===== src/rtl/hub75_scan_ctrl.sv =====
// HUB75 scan sequencer: pulls one row/plane word from line memory, shifts it out,
// latches it and holds OE for a binary-weighted on-time selected by the plane index.
module hub75_scan_ctrl #(
    parameter  int DATA_WIDTH = 64,
    parameter  int ADDR_WIDTH = 8,
    parameter  int PLANE_BITS = 3,
    parameter  int BASE_ON    = 4,
    localparam int ROW_BITS   = ADDR_WIDTH - PLANE_BITS
) (
    input  logic                  clk,
    input  logic                  rst,
    input  logic                  enable,
    input  logic                  m_axi_valid,
    output logic                  m_axi_ready,
    input  logic [ADDR_WIDTH-1:0] mem_addr,
    input  logic [DATA_WIDTH-1:0] r0_reg,
    input  logic [DATA_WIDTH-1:0] g0_reg,
    input  logic [DATA_WIDTH-1:0] b0_reg,
    input  logic [DATA_WIDTH-1:0] r1_reg,
    input  logic [DATA_WIDTH-1:0] g1_reg,
    input  logic [DATA_WIDTH-1:0] b1_reg,
    output logic                  hub_r0,
    output logic                  hub_g0,
    output logic                  hub_b0,
    output logic                  hub_r1,
    output logic                  hub_g1,
    output logic                  hub_b1,
    output logic                  hub_clk,
    output logic                  hub_lat,
    output logic                  hub_oe_n,
    output logic [ROW_BITS-1:0]   hub_row,
    output logic                  frame_done,
    output logic                  busy
);

    localparam int COL_W = (DATA_WIDTH > 1) ? $clog2(DATA_WIDTH) : 1;
    localparam int ON_W  = $clog2(BASE_ON << (2**PLANE_BITS - 1)) + 1;

    typedef enum logic [2:0] {IDLE, SHIFT, BLANK, LATCH, DISPLAY} state_t;

    state_t                      r_state, w_nxt_state;
    logic [COL_W-1:0]            r_col, w_nxt_col;
    logic                        r_phase, w_nxt_phase;
    logic [ON_W-1:0]             r_on, w_nxt_on;
    logic [5:0][DATA_WIDTH-1:0]  r_words;
    logic [ADDR_WIDTH-1:0]       r_addr;

    logic                        r_ready, r_hclk, r_lat, r_oe_n, r_fd, r_busy;
    logic [5:0]                  r_data;
    logic [ROW_BITS-1:0]         r_row;

    logic                        w_hs;
    logic [ON_W-1:0]             w_on_len;
    logic [5:0][DATA_WIDTH-1:0]  w_src;
    logic [5:0]                  w_nxt_data;
    logic                        w_nxt_hclk, w_nxt_lat, w_nxt_oe_n, w_nxt_fd;
    logic                        w_nxt_busy, w_nxt_ready;

    assign w_hs     = (r_state == IDLE) && r_ready && m_axi_valid;
    assign w_on_len = ON_W'(BASE_ON) << r_addr[PLANE_BITS-1:0];

    // Words are captured on the handshake edge, so the first pixel comes straight from the inputs.
    assign w_src = w_hs ? {b1_reg, g1_reg, r1_reg, b0_reg, g0_reg, r0_reg} : r_words;

    always_ff @(posedge clk) begin
        if (rst) begin
            r_state <= IDLE;
            r_col   <= '0;
            r_phase <= 1'b0;
            r_on    <= '0;
            r_words <= '0;
            r_addr  <= '0;
            r_ready <= 1'b0;
            r_data  <= '0;
            r_hclk  <= 1'b0;
            r_lat   <= 1'b0;
            r_oe_n  <= 1'b1;
            r_row   <= '0;
            r_fd    <= 1'b0;
            r_busy  <= 1'b0;
        end else begin
            r_state <= w_nxt_state;
            r_col   <= w_nxt_col;
            r_phase <= w_nxt_phase;
            r_on    <= w_nxt_on;
            if (w_hs) begin
                r_words <= w_src;
                r_addr  <= mem_addr;
            end
            r_ready <= w_nxt_ready;
            r_data  <= w_nxt_data;
            r_hclk  <= w_nxt_hclk;
            r_lat   <= w_nxt_lat;
            r_oe_n  <= w_nxt_oe_n;
            r_fd    <= w_nxt_fd;
            r_busy  <= w_nxt_busy;
            if (w_nxt_state == LATCH)
                r_row <= r_addr[ADDR_WIDTH-1:PLANE_BITS];
        end
    end

    always_comb begin
        w_nxt_state = r_state;
        w_nxt_col   = r_col;
        w_nxt_phase = r_phase;
        w_nxt_on    = r_on;
        case (r_state)
            IDLE: begin
                if (w_hs) begin
                    w_nxt_state = SHIFT;
                    w_nxt_col   = '0;
                    w_nxt_phase = 1'b0;
                end
            end
            SHIFT: begin
                if (!r_phase) begin
                    w_nxt_phase = 1'b1;
                end else if (r_col == COL_W'(DATA_WIDTH - 1)) begin
                    w_nxt_state = BLANK;
                end else begin
                    w_nxt_col   = r_col + 1'b1;
                    w_nxt_phase = 1'b0;
                end
            end
            BLANK:   w_nxt_state = LATCH;
            LATCH: begin
                w_nxt_state = DISPLAY;
                w_nxt_on    = w_on_len - 1'b1;
            end
            DISPLAY: begin
                if (r_on == '0) w_nxt_state = IDLE;
                else            w_nxt_on    = r_on - 1'b1;
            end
            default: w_nxt_state = IDLE;
        endcase
    end

    // Outputs are decoded from the next state so every pin comes from a flop.
    always_comb begin
        w_nxt_data = '0;
        if (w_nxt_state == SHIFT)
            for (int i = 0; i < 6; i++)
                w_nxt_data[i] = w_src[i][w_nxt_col];
        w_nxt_hclk  = (w_nxt_state == SHIFT) && w_nxt_phase;
        w_nxt_lat   = (w_nxt_state == LATCH);
        w_nxt_oe_n  = (w_nxt_state != DISPLAY);
        w_nxt_fd    = (w_nxt_state == DISPLAY) && (w_nxt_on == '0) && (&r_addr);
        w_nxt_busy  = (w_nxt_state != IDLE);
        w_nxt_ready = (w_nxt_state == IDLE) && enable;
    end

    assign m_axi_ready = r_ready;
    assign hub_r0      = r_data[0];
    assign hub_g0      = r_data[1];
    assign hub_b0      = r_data[2];
    assign hub_r1      = r_data[3];
    assign hub_g1      = r_data[4];
    assign hub_b1      = r_data[5];
    assign hub_clk     = r_hclk;
    assign hub_lat     = r_lat;
    assign hub_oe_n    = r_oe_n;
    assign hub_row     = r_row;
    assign frame_done  = r_fd;
    assign busy        = r_busy;

endmodule


===== config.mk =====
export PLATFORM = sky130hd
export DESIGN_NAME = hub75_scan_ctrl
export DESIGN_NICKNAME = d
export VERILOG_FILES = /design/src/rtl/hub75_scan_ctrl.sv
export SDC_FILE = /design/constraint.sdc
export NUM_CORES = 1
export LEC_CHECK = 0
export CORE_ASPECT_RATIO = 2
export CORE_UTILIZATION = 27
export CTS_CLUSTER_DIAMETER = 40
export CTS_CLUSTER_SIZE = 40
export DETAILED_ROUTE_END_ITERATION = 12
export PLACE_DENSITY = 0.46
export SYNTH_ARGS = -nofsm -noshare
export SYNTH_HDL_FRONTEND = slang
export SYNTH_SLANG_ARGS = --single-unit

===== constraint.sdc =====
create_clock -name clk -period 4.15 [get_ports clk]
set_clock_uncertainty 0.05 [all_clocks]
set_input_delay 1.0375 -clock clk [delete_from_list [all_inputs] [get_ports clk]]
set_output_delay 1.0375 -clock clk [all_outputs]
set_load 0.02 [all_outputs]

After elaboration in Yosys (flattened, before gate mapping)
Index checks and enable logic that the tools add are counted.
{"block": "classes", "add_sub_neg": 3, "multipliers": 0, "n_div": 0, "order_cmp": 1, "eq_ne": 9, "shifts": 1, "muxes": 28, "bitwise": 1, "reduce_logical": 13}
{"cell": "2-to-1 mux 384 bit", "count": 1}
{"cell": "binary-select mux 1 bit (select 6 bit)", "count": 6}
{"cell": "logical NOT 10 bit", "count": 2}
{"cell": "case mux 10 bit (2 select lines)", "count": 1}
{"cell": "subtractor 10 x 1 -> 10 bit (second input constant)", "count": 2}
{"cell": "2-to-1 mux 6 bit", "count": 3}
{"cell": "case mux 3 bit (5 select lines)", "count": 1}
{"cell": "2-to-1 mux 3 bit", "count": 4}
{"cell": "case mux 6 bit (2 select lines)", "count": 1}
{"cell": "2-to-1 mux 10 bit", "count": 1}
{"cell": "<< shifter 3 x 3 -> 10 bit (first input constant)", "count": 1}
{"cell": "== test 3 x 2 -> 1 bit (second input constant)", "count": 3}
{"cell": "2-to-1 mux 1 bit", "count": 9}
{"cell": "AND reduction 8 bit", "count": 1}
{"cell": "less-than comparator 6 x 7 -> 1 bit (second input constant)", "count": 1}
{"cell": "adder 6 x 1 -> 6 bit (second input constant)", "count": 1}
{"cell": "== test 3 x 1 -> 1 bit (second input constant)", "count": 2}
{"cell": "== test 3 bit (second input constant)", "count": 2}
{"cell": "== test 6 bit (second input constant)", "count": 1}
{"cell": "logical AND 1 bit", "count": 6}
{"cell": "logical NOT 3 bit", "count": 2}
{"cell": "!= test 3 bit (second input constant)", "count": 1}
{"cell": "nonzero test 3 bit", "count": 1}
{"cell": "case mux 1 bit (2 select lines)", "count": 1}
{"cell": "2 further kinds", "count": 2}
{"block": "totals", "regBits": 429, "latch_bits": 0, "ram_bits": 0, "rom_bits": 0, "inputBits": 396, "out_inout_bits": 17, "word_cells": 75, "n_memories": 0}

Logic depth before layout (Yosys ltp)
{"block": "logic_depth", "depth_word": 8, "ltp_mapped": 13, "ltp_nobuf": 9}

Worst setup path after synthesis
OpenSTA, ideal clock, no wires.
{"block": "synth_timing", "path_type": "input to register", "from": "input port m_axi_valid", "to": "register r_data[0]", "setup_time_ps": 120, "arrival_time_ps": 2974, "required_ps": 3980, "setup_slack_ps": 1007, "stages": 10, "n_path_buf": 2, "path_cell_list": "a21oi_1 or3_1 buf_2 o32a_4 a211oi_2 buf_4 o2111a_1 or3_1 a211oi_1 a211o_1"}
{"block": "synth_between", "elab_chain_cells": 6, "elab_cells_between_ends": 11, "cone_classes": "1 x eq/ne; 7 x mux; 1 x bitwise; 2 x reduce/logical"}
{"item": "start, declared", "line_no": "13", "text": "input logic m_axi_valid,"}
{"item": "logical AND 1 bit *", "line_no": "59", "text": "assign w_hs = (r_state == IDLE) && r_ready && m_axi_valid;"}
{"item": "branches (longest 5 deep; another with 2-to-1 mux 6 bit)"}
{"item": "end signal, assigned", "line_no": "91", "text": "r_data <= w_nxt_data;"}
{"item": "end, declared", "line_no": "49", "text": "logic [5:0] r_data;"}
Mark *: on every way between the ends. The select of a mux whose other input is x is not followed.
A chain may end at the register's enable or synchronous reset.

Final worst setup path
{"block": "layout_timing", "from": "input port m_axi_valid", "to": "register r_data[5]"}
The elaborated chain is that of the path after synthesis.

==> flow_summary.ini <==
[worst_hold_path]
hp-start = r_words[332]$_SDFFE_PP0P_
hold_depth = 2
min_path_type = flip-flop to flip-flop

[grt]
grt_first_pass_wirelength_mm = 123
grt_use_total = 0.225
grt_overflow = 0
grt_pass1_vias = 19900
antenna_found_initial = 7
grt_max_degree = 129

[critical_path]
crit_path_max_incr_delay_ps = 650
arrival_ps = 4390
r2r_cells = 10
end_kind = flip-flop
cpMaxStageDelayCell = nor3_1
cp_cell_sequence = clkdlybuf4s50_1, a21oi_1, nor4b_2, buf_4, a21oi_4, buf_12, buf_4, mux2i_1, a221oi_1, o21ai_1, nor3_1, a211o_1
cp.required_ps = 4640
critPathLaunchType = primary input
crit_path_frequent_cell = buf_4
cp_max_fo = 40
criticalPathCategory = primary input to flip-flop
r2r_start = r_state[0]$_SDFF_PP0_
worstSetupStartpoint = m_axi_valid

[logic_synthesis]
synth_async_sr_flop_share = 0
syn_inst = 2607
ys_seq_area_frac = 0.445
syn-num-nets = 3006
synth.cell_area_mm2 = 0.0193
yosysWarnings = 0
ys_types = 80
synth_edf_count = 0
synth-seq-cells = 429
syn_area_per_cell_um2 = 7.40
synth_top_flop_cell = dfxtp_1

[sta]
grt_setup_unrepaired = false
finalCritPeriodShare = 0.939
slew_viol_final = 0
max_slew_margin = 0.289
setup_viol = 0
finalCriticalPeriod_ps = 3900
hold_viol = 0
clock.fmax_mhz = 257
worstMarginPinSlew_ps = 1070
hold-worst-slack_ps = 405

[route]
drt-pass1-iter-count = 5
drt_first_iter_violations = 1339
met1_length_mm = 32.4
via_per_inst = 5.02
drt_wl_total_mm = 83.3
wl_per_cell_um = 21.1
ant_nets = 0
dr_total_vias = 19800
wl_met3_mm = 4.44
drc = 0
top_layer = met5
wl_met2_mm = 42.7

[cells_and_area]
mostFrequentLayoutCells = nand2_1 (951), a21oi_1 (466), dfxtp_1 (429), clkdlybuf4s50_1 (411), nor2_1 (103)
drive_gt1_frac = 0.0845
area_growth_syn_to_layout_pct = 38.3
final_area_mm2 = 0.0267
nets = 3389
final_common_cell = nand2_1
multi_input_area_mm2 = 0.00972
utilization = 0.378
ff_latch_area_mm2 = 0.00859
final_cells = 3941
fillerInstances = 7380

[run]
cap_violations = 0

[placement]
portBuffers = 412
gp_congestion = 0.863
placed_area_mm2 = 0.0249
hpwl_mm = 62.3
place_inst = 3850

[clock_tree]
clock_latency_ps = 610
numClockSinks = 429
htreeDepth = 2
clkTransAtPathRegs_ps = 70
cts_resized = 0
numCtsBuffers = 48
ctsHoldBuffers = 0
cts_tree = built
clock_path_buffers = 3
cts_post_setup_buffers_inserted = 0
clockRootBuffer = clkbuf_16

[pwr]
clkPwrFrac = 0.466
switchingPower_mw = 2.76
ir_drop_v = 0.000301
leakage_nw = 9.12
seqPwrFrac = 0.429
p_per_area_mw_per_mm2 = 378
combinationalPowerShare = 0.105
swShare = 0.273
intPower_mw = 7.33

[floorplanning]
io_pins = 413
initial_core_util = 0.273
die_w_um = 191
die_h_um = 380
rows = 138
dieArea_mm2 = 0.0726
core-area_mm2 = 0.0706

[run_status]
status = finished, final reports clean
==> synth_stat cells, types with 16 or more instances <==
library cell  number  area, um^2
nand2_1          951        3570
a21oi_1          466        2330
dfxtp_1          429        8590
clkbuf_1         111         417
nor2_1           105         394
buf_2             75         375
mux2i_1           69         691
nor3_1            69         345
nand3_1           51         255
a211oi_1          23         173
o21ai_0           20         100
a221oi_1          17         149
a31oi_1           16         100
o2111ai_1         16         140
==> state kept, by name (all words and copies together), names as in the netlist, 3 cells and up <==
name,cells
hub_row,5
r_addr,8
r_col,6
r_data,6
r_on,10
r_state,3
r_words,384
==> critical path, delay by kind of cell <==
family                 cells  cell delay (ps)
buffers and inverters      4             1290
AOI/OAI and AO/OA          5             1180
and+or+nand+nor            2              730
muxes                      1              120
==> through the flow <==
| step | setup slack [ps] | setup TNS (ps) | power (mW) |
|---|---|---|---|
| floorplan | 1010 | 0 | 4.83 |
| global placement | -331 | -655 | 5.48 |
| detailed placement | -348 | -703 | 5.48 |
| CTS | 245 | 0 | 10.2 |
| global route | 45.8 | 0 | 10.4 |
| finish | 255 | 0 | 10.1 |
==> cell families (layout without fill, tap and decap cells) <==
logic type | after synthesis | in the layout | synth area share
adders and majority gates | 3 | 3 | 0.00195
muxes | 69 | 69 | 0.0358
DFF | 429 | 429 | 0.445
and+or+nand+nor | 1237 | 1237 | 0.263
xor gates and xnor gates | 3 | 3 | 0.00136
AOI/OAI and AO/OA | 651 | 651 | 0.199
buffers and inverters | 215 | 638 | 0.0528
other | 0 | 1 | 0
==> routing by layer <==
layer / vias up / track usage
li1: 9610 / -
met1: 9366 / 0.260
met2: 652 / 0.404
met3: 145 / 0.0337
met4: 8 / 0.0961
met5: - / 0
==> power by group through the flow <==
| stage | Clock, mW | Combinational [mW] | Sequential (mW) |
|---|---|---|---|
| 2_1_floorplan | 0 | 0.442 | 4.39 |
| 3_3_place_gp | 0 | 1.06 | 4.42 |
| 3_5_place_dp | 0 | 1.06 | 4.42 |
| 4_1_cts | 4.80 | 1.07 | 4.33 |
| 5_1_grt | 4.95 | 1.14 | 4.34 |
| 6_report | 4.70 | 1.06 | 4.33 |
==> cell type report <==
| class | count | share of cell area |
|---|---|---|
| Clock buffer | 49 | 0.0460 |
| Timing Repair Buffer | 540 | 0.204 |
| Tap cell | 910 | 0.0427 |
| Antenna cell | 1 | 0.0000938 |
| Clock inverter | 41 | 0.0199 |
| Multi-Input combinational cell | 1963 | 0.364 |
| Sequential cell | 429 | 0.322 |
| Inverter | 8 | 0.00113 |
==> path summary, 6_finish.rpt <==
path | to | slack [ps]
setup / recovery | r_data[5]$_SDFF_PP0_ | 250
setup reg to reg | r_data[5]$_SDFF_PP0_ | 440
hold / removal | r_words[332]$_SDFFE_PP0P_ | 400
hold reg to reg | r_words[332]$_SDFFE_PP0P_ | 400
Note: power is estimated with default switching activity, not from simulation.
